`src/rtl/fetch_unit.sv`:
```
// Instruction-fetch stage: owns the PC, issues single-outstanding word fetches
// to imem and buffers {pc, instr} pairs in a small FIFO toward decode.
module fetch_unit #(
  parameter int unsigned        XLEN       = 32,
  parameter logic [XLEN-1:0]    RESET_PC   = '0,
  parameter int unsigned        FIFO_DEPTH = 2
) (
  input  logic            clk,
  input  logic            reset,
  output logic            imem_req,
  output logic [XLEN-1:0] imem_addr,
  input  logic            imem_rvalid,
  input  logic [31:0]     imem_rdata,
  input  logic            redirect_valid,
  input  logic [XLEN-1:0] redirect_pc,
  output logic            if_valid,
  input  logic            if_ready,
  output logic [XLEN-1:0] if_pc,
  output logic [31:0]     if_instr
);

  localparam int unsigned PTR_W = (FIFO_DEPTH > 1) ? $clog2(FIFO_DEPTH) : 1;
  localparam int unsigned CNT_W = $clog2(FIFO_DEPTH + 1);
  localparam logic [CNT_W-1:0] DEPTH_C    = CNT_W'(FIFO_DEPTH);
  localparam logic [CNT_W-1:0] DEPTH_M1_C = CNT_W'(FIFO_DEPTH - 1);

  typedef enum logic [1:0] {
    S_REQ,
    S_WAIT,
    S_DRAIN
  } state_e;

  state_e           state_q, state_d;
  logic [XLEN-1:0]  pc_q, pc_d;
  logic [XLEN-1:0]  req_pc_q, req_pc_d;
  logic [CNT_W-1:0] cnt_q, cnt_d;
  logic [PTR_W-1:0] rd_ptr_q, rd_ptr_d;
  logic [PTR_W-1:0] wr_ptr_q, wr_ptr_d;
  logic [XLEN-1:0]  fifo_pc_q    [FIFO_DEPTH];
  logic [31:0]      fifo_instr_q [FIFO_DEPTH];

  logic             pop;
  logic             push;
  logic             issue;
  logic [CNT_W-1:0] cnt_after_pop;

  // A redirect flushes the buffer, so nothing is reported as popped that cycle.
  assign pop           = (cnt_q != '0) && if_ready && !redirect_valid;
  assign cnt_after_pop = cnt_q - CNT_W'(pop);

  always_ff @(posedge clk or negedge reset) begin
    if (!reset) begin
      state_q <= S_REQ;
    end else begin
      state_q <= state_d;
    end
  end

  always_comb begin
    state_d = state_q;
    issue   = 1'b0;
    push    = 1'b0;
    if (redirect_valid) begin
      unique case (state_q)
        S_REQ:   state_d = S_REQ;
        S_WAIT:  state_d = imem_rvalid ? S_REQ : S_DRAIN;
        S_DRAIN: state_d = imem_rvalid ? S_REQ : S_DRAIN;
        default: state_d = S_REQ;
      endcase
    end else begin
      unique case (state_q)
        S_REQ: begin
          if (cnt_after_pop < DEPTH_C) begin
            issue   = 1'b1;
            state_d = S_WAIT;
          end
        end
        S_WAIT: begin
          if (imem_rvalid) begin
            push = 1'b1;
            // Back-to-back issue only if the buffer still has room after this push.
            if (cnt_after_pop < DEPTH_M1_C) begin
              issue = 1'b1;
            end else begin
              state_d = S_REQ;
            end
          end
        end
        S_DRAIN: begin
          if (imem_rvalid) begin
            state_d = S_REQ;
          end
        end
        default: state_d = S_REQ;
      endcase
    end
  end

  always_comb begin
    imem_req  = reset && issue;
    imem_addr = pc_q;
    if_valid  = (cnt_q != '0);
    if_pc     = fifo_pc_q[rd_ptr_q];
    if_instr  = fifo_instr_q[rd_ptr_q];
  end

  always_comb begin
    pc_d     = pc_q;
    req_pc_d = req_pc_q;
    cnt_d    = cnt_q - CNT_W'(pop) + CNT_W'(push);
    rd_ptr_d = pop  ? rd_ptr_q + 1'b1 : rd_ptr_q;
    wr_ptr_d = push ? wr_ptr_q + 1'b1 : wr_ptr_q;
    if (redirect_valid) begin
      pc_d     = redirect_pc & ~XLEN'(3);
      cnt_d    = '0;
      rd_ptr_d = '0;
      wr_ptr_d = '0;
    end else if (issue) begin
      pc_d     = pc_q + XLEN'(4);
      req_pc_d = pc_q;
    end
  end

  always_ff @(posedge clk or negedge reset) begin
    if (!reset) begin
      pc_q     <= RESET_PC;
      req_pc_q <= '0;
      cnt_q    <= '0;
      rd_ptr_q <= '0;
      wr_ptr_q <= '0;
    end else begin
      pc_q     <= pc_d;
      req_pc_q <= req_pc_d;
      cnt_q    <= cnt_d;
      rd_ptr_q <= rd_ptr_d;
      wr_ptr_q <= wr_ptr_d;
    end
  end

  always_ff @(posedge clk or negedge reset) begin
    if (!reset) begin
      for (int unsigned i = 0; i < FIFO_DEPTH; i++) begin
        fifo_pc_q[i]    <= '0;
        fifo_instr_q[i] <= '0;
      end
    end else if (push) begin
      fifo_pc_q[wr_ptr_q]    <= req_pc_q;
      fifo_instr_q[wr_ptr_q] <= imem_rdata;
    end
  end

endmodule
```
`config.mk`:
```
export PLATFORM = sky130hd
export DESIGN_NAME = fetch_unit
export DESIGN_NICKNAME = d
export VERILOG_FILES = /design/src/rtl/fetch_unit.sv
export SDC_FILE = /design/constraint.sdc
export NUM_CORES = 1
export LEC_CHECK = 0
export ABC_AREA = 1
export CAP_MARGIN = 20
export CORE_ASPECT_RATIO = 1.4
export CORE_UTILIZATION = 48
export CTS_CLUSTER_DIAMETER = 150
export CTS_CLUSTER_SIZE = 40
export DETAILED_ROUTE_END_ITERATION = 7
export GPL_ROUTABILITY_DRIVEN = 0
export PLACE_DENSITY = 0.89
export SLEW_MARGIN = 20
export SYNTH_ARGS = -nofsm -noshare
export SYNTH_HDL_FRONTEND = slang
export SYNTH_SLANG_ARGS = --single-unit
```
`constraint.sdc`:
```
create_clock -name clk -period 2.1 [get_ports clk]
set_input_delay 0.315 -clock clk [delete_from_list [all_inputs] [get_ports clk]]
set_output_delay 0.315 -clock clk [all_outputs]
set_load 0.02 [all_outputs]
```
Yosys cells after proc, flatten, opt, wreduce, memory -nomap -nowiden:

Index checks and enable logic that the tools add are counted.

* bits in registers: 198

* muxes and demuxes: 33
* $lt $le $gt $ge: 5
* add/sub/neg operators: 5
* eq/ne operators: 6
* bitwise gates (word level): 3
* reductions and logical operators: 13

Operators by type and width (number)
* 32-bit 2-to-1 mux: 9
* 64-bit bitwise mux: 2
* 32-bit by 3-bit adder with 32-bit output (second input constant): 1
* 32-bit demux with 1-bit select: 1
* 2-bit 2-to-1 mux: 8
* 3-bit != test (second input constant): 4
* 1-bit 2-to-1 mux: 11
* 2-bit nonzero test: 4
* 2-bit one-hot mux with 3 select lines: 1
* 2-bit greater-or-equal comparator (second input constant): 2
* 1-bit logical AND: 4
* 2-bit by 1-bit less-than comparator with 1-bit output (second input constant): 2
* 1-bit NOT with 2-bit output: 2
* 4-bit AND reduction: 1
* 1-bit adder (second input constant): 2
* 2-bit by 1-bit adder with 2-bit output: 1
* 2-bit by 1-bit == test with 1-bit output (second input constant): 1
* 2-bit == test (second input constant): 1
* 2-bit zero test: 1
* 2-bit less-than comparator (second input constant): 1
* 1-bit one-hot mux with 2 select lines: 1
* 2-bit AND reduction: 1
* 2-bit OR reduction: 1
* 2-bit by 1-bit subtractor with 2-bit output: 1
* other kinds (2): 2

Depth between registers and ports, before layout:

* word-level depth: 11
* gate-level depth with buffers: 16
* mapped depth without buffers: 15

Worst setup path before layout:

OpenSTA, ideal clock, no wires.

* path kind: input port to output port
* start point: input redirect_valid
* end point: output imem_req
* slack: -0.288 ns
* arrival: 2.073 ns
* stages: 10
* cell sequence: buf_2 > clkbuf_1 > nor2_1 > ha_1 > nand4_2 > nand2_1 > nand2_2 > buf_6 > buf_2 > nor2_1

* longest elaborated chain between the ends: 9
* elaborated cells on any way between the ends: 11

RTL lines
* from (decl): RTL line 14 `input logic redirect_valid,`
* 1-bit zero test: RTL line 48 `assign pop = (cnt_q != '0) && if_ready && !redirect_valid;`
* 1-bit logical AND: RTL line 48
* 2-bit by 1-bit subtractor with 2-bit output: RTL line 49 `assign cnt_after_pop = cnt_q - CNT_W'(pop);`
* 2-bit by 1-bit less-than comparator with 1-bit output: RTL line 82 `if (cnt_after_pop < DEPTH_M1_C) begin`
* 1-bit 2-to-1 mux: RTL line 82
* 1-bit 2-to-1 mux: RTL line 79 `if (imem_rvalid) begin`
* 1-bit one-hot mux with 2 select lines: RTL line 71 `unique case (state_q)`
* 1-bit 2-to-1 mux *: RTL line 63 `if (redirect_valid) begin`
* 1-bit logical AND *: RTL line 100 `imem_req = reset && issue;`
* to (decl): RTL line 10 `output logic imem_req,`

Every way passes the cells marked *; elsewhere a longest branch is shown, timed or not.

Worst setup path after layout:

* start point: register cnt_q[1]
* end point: output imem_req

* longest elaborated chain between the ends: 10
* elaborated cells on any way between the ends: 12

RTL lines
* from (decl): RTL line 36 `logic [CNT_W-1:0] cnt_q, cnt_d;`
* from (signal assigned): RTL line 134 `cnt_q <= cnt_d;`
* 2-bit nonzero test: RTL line 48
* 1-bit logical AND (2 in a row): RTL line 48
* 2-bit by 1-bit subtractor with 2-bit output *: RTL line 49
* 2-bit by 1-bit less-than comparator with 1-bit output: RTL line 82
* 1-bit 2-to-1 mux: RTL line 82
* 1-bit 2-to-1 mux: RTL line 79
* 1-bit one-hot mux with 2 select lines *: RTL line 71
* 1-bit 2-to-1 mux *: RTL line 63
* 1-bit logical AND *: RTL line 100

Marks and branches as above.

==> results.tsv <==
metric	value	unit
cts_buffers	17	
clk_pin_slew_worst_paths	0.07	ns
grt_pass1_vias	7868	
drc	0	
finalMaxSlewViolations	0	
p_per_area	1370	nW/um^2
drtAntennaViolNets	0	
initial_core_util	0.490	
endpoint_kind	output port	
leakage	5.94	nW
maxCapViolCount	0	
clk_path_buf_depth	2	
synth.largest_area_cell	dfrtp_1	
io_buffers	160	
r2r_end	imem_addr[26]$_DFFE_PN0P_	
yosysTopAreaCellShare	0.522	
cts_tree	yes	
rsz0062_at_grt	yes	
clk_latency	0.42	ns
critPathArrivalTime	1.83	ns
r2r_start	cnt_q[1]$_DFF_PN0_	
dp_hpwl	15.6	mm
fp.dieArea	19600	um^2
required	1.78	ns
die_x	118	um
crit_path_max_incr_delay	0.40	ns
boundaryPins	167	
synth_most_common_cell	nand2_1	
grt_pass1_wl	37.1	mm
grt_usage	0.239	
setup_viol	1	
initialDrtViolationCount	573	
max_freq	467	MHz
clock_sinks	190	
ir_drop	0.641	mV
syn_inst	1182	
synth_seq_cells	190	
crit_type	reg2out	
grt_max_degree	191	
synth_ff_type	dfrtp_1	
relSlewSlack	0.319	
wirelength	22.6	mm
r2r_cells	15	
synth-edff-count	0	
finClkSkew	0.0122	ns
syn_to_final_growth	27.6	%
antenna_found_initial	0	
finalCritPeriodShare	1.02	
synth_seq_area_share	0.522	
holdCritPathClass	in2async	
async_flop_share	1.00	
fp.dieH	165	um
first_pass_iters	5	
path_cells	inv_2 -> nand2_4 -> nand2_4 -> nor2_4 -> ha_4 -> inv_2 -> nand2_2 -> nand2_2 -> nand2_2 -> nand2_2 -> nand2_4 -> nor2_4 -> buf_6	
violations	setup timing	
worstPathMaxFanout	3	
crit_top_cell	nand2_2	
layout_setup_ws	-0.0415	ns
final_nets	1409	
startpoint_type	flop	
r2r_setup_slack	0.04	ns
drive_above_1_share	0.0750	
num_antenna_cells	0	
h-tree-depth	4	
rows	59	
status	finished, violations left	
synth_cell_types	32	
whs	0.0689	ns
placed_area	11100	um^2
synthesis.area	9110	um^2
fin_area	11600	um^2
via_per_inst	5.11	
ys_warn_count	0	
tightest_slew	1.02	ns
hold_violations	0	
vias	8131	
synth_top_cells_by_area	dfrtp_1 52%, nand2_1 19%, o21ai_0 8.1%, inv_1 5.1%, nor2_1 2.2%	
post-route-min-period	2.14	ns
drt-wirelength-per-cell	14.2	um
coreArea	18600	um^2
synth_common_cells	471 x nand2_1, 190 x dfrtp_1, 148 x o21ai_0, 125 x inv_1, 54 x nor2_1	
cpMaxStageDelayCell	dfrtp_1	
avgSynthCellArea	7.71	um^2
grt_overflow_total	0	
cts_root_buf	clkbuf_16	
==> cell usage in the layout (no fill, tap or decap), types with 4 or more instances in the layout <==
cell type          n
a21oi_1           13
buf_12             8
buf_4             22
clkbuf_16         17
clkdlybuf4s15_1    7
clkdlybuf4s50_1   96
conb_1             4
dfrtp_1          189
dlygate4sd2_1     53
ha_1               5
inv_1            123
inv_2              5
inv_6              8
nand2_1          467
nand2_2            4
nand2_4            5
nand3_1           30
nand3b_1          11
nand4_1           18
nor2_1            51
nor2_2            11
o211ai_1           8
o21ai_0          148
o21ai_1            6
xor2_1             8
==> timing repair <==
action / CTS / global route
resized for setup: 69 / 26
pin swaps: 0 / 6
setup buffers: 0 / 2
setup endpoints to repair: 64 / 57
hold buffers: 0 / 0
==> power breakdown <==
part	internal (mW)	leakage [nW]	switching, mW	total, mW
Clock	1.59	0.271	1.47	3.05
Combinational	2.59	3.24	3.97	6.56
Sequential	5.19	2.43	1.07	6.27
Total	9.37	5.94	6.51	15.9
==> area by class of cell <==
cell class | count | area [um^2]
fill | 1562 | 6970
clock buffer | 18 | 439
timing repair buffer | 192 | 1880
clock inverter | 14 | 119
tap | 244 | 305
inverter | 128 | 480
sequential | 190 | 4760
multi-input combinational | 805 | 3650
==> how the worst max path moves through the flow <==
stage / startpoint / to / slack, ns / cells after the start
2_1_floorplan: redirect_valid / imem_req / 0.001 / 10
3_3_place_gp: if_ready / imem_req / -0.32 / 11
3_5_place_dp: if_ready / imem_req / -0.38 / 9
4_1_cts: cnt_q[1]$_DFF_PN0_ / imem_req / -0.14 / 10
5_1_grt: cnt_q[1]$_DFF_PN0_ / imem_req / -0.11 / 13
6_report: cnt_q[1]$_DFF_PN0_ / imem_req / -0.04 / 13
==> flip-flops by register name, indices dropped and copies added, names as in the netlist <==
signal        count
fifo_instr_q     64
cnt_q             2
wr_ptr_q          1
rd_ptr_q          1
imem_addr        30
fifo_pc_q        60
state_q           2
req_pc_q         30
==> worst max-delay path: cells and delay by family (launching register included) <==
kind          cells  cell delay (ns)
fa+ha+maj         1             0.16
flops             1             0.40
simple gates      9             0.60
buf+inv           3             0.25
==> cells by family after synthesis <==
kind of cell / share of synthesized area
simple gates: 0.272
buf+inv: 0.0869
flops: 0.522
compound gates: 0.101
xor+xnor: 0.0106
fa+ha+maj: 0.00824
other cells: 0.000411
==> through the flow <==
stage | setup WS [ns] | util | total power [mW] | cells | setup TNS (ns)
4_1_cts | -0.136 | 0.621 | 15.9 | 1589 | -0.155
5_1_grt | -0.113 | 0.625 | 17.0 | 1591 | -0.209
3_5_place_dp | -0.376 | 0.595 | 13.2 | 1557 | -9.47
3_3_place_gp | -0.322 | 0.595 | 12.9 | 1557 | -6.17
2_1_floorplan | 0.00115 | - | 10.1 | 1185 | 0
6_report | -0.0415 | 0.625 | 15.9 | 1591 | -0.0415
==> layer usage <==
layer / share of wire / GRT usage / up-vias / wire length (um)
li1: - / - / 3983 / -
met4: 0.042 / 0.132 / 0 / 947
met1: 0.41 / 0.289 / 3822 / 9240
met3: 0.040 / 0.0323 / 56 / 903
met5: 0 / 0 / - / 0
met2: 0.51 / 0.416 / 270 / 11500
Power figures use the tool's default switching activity.
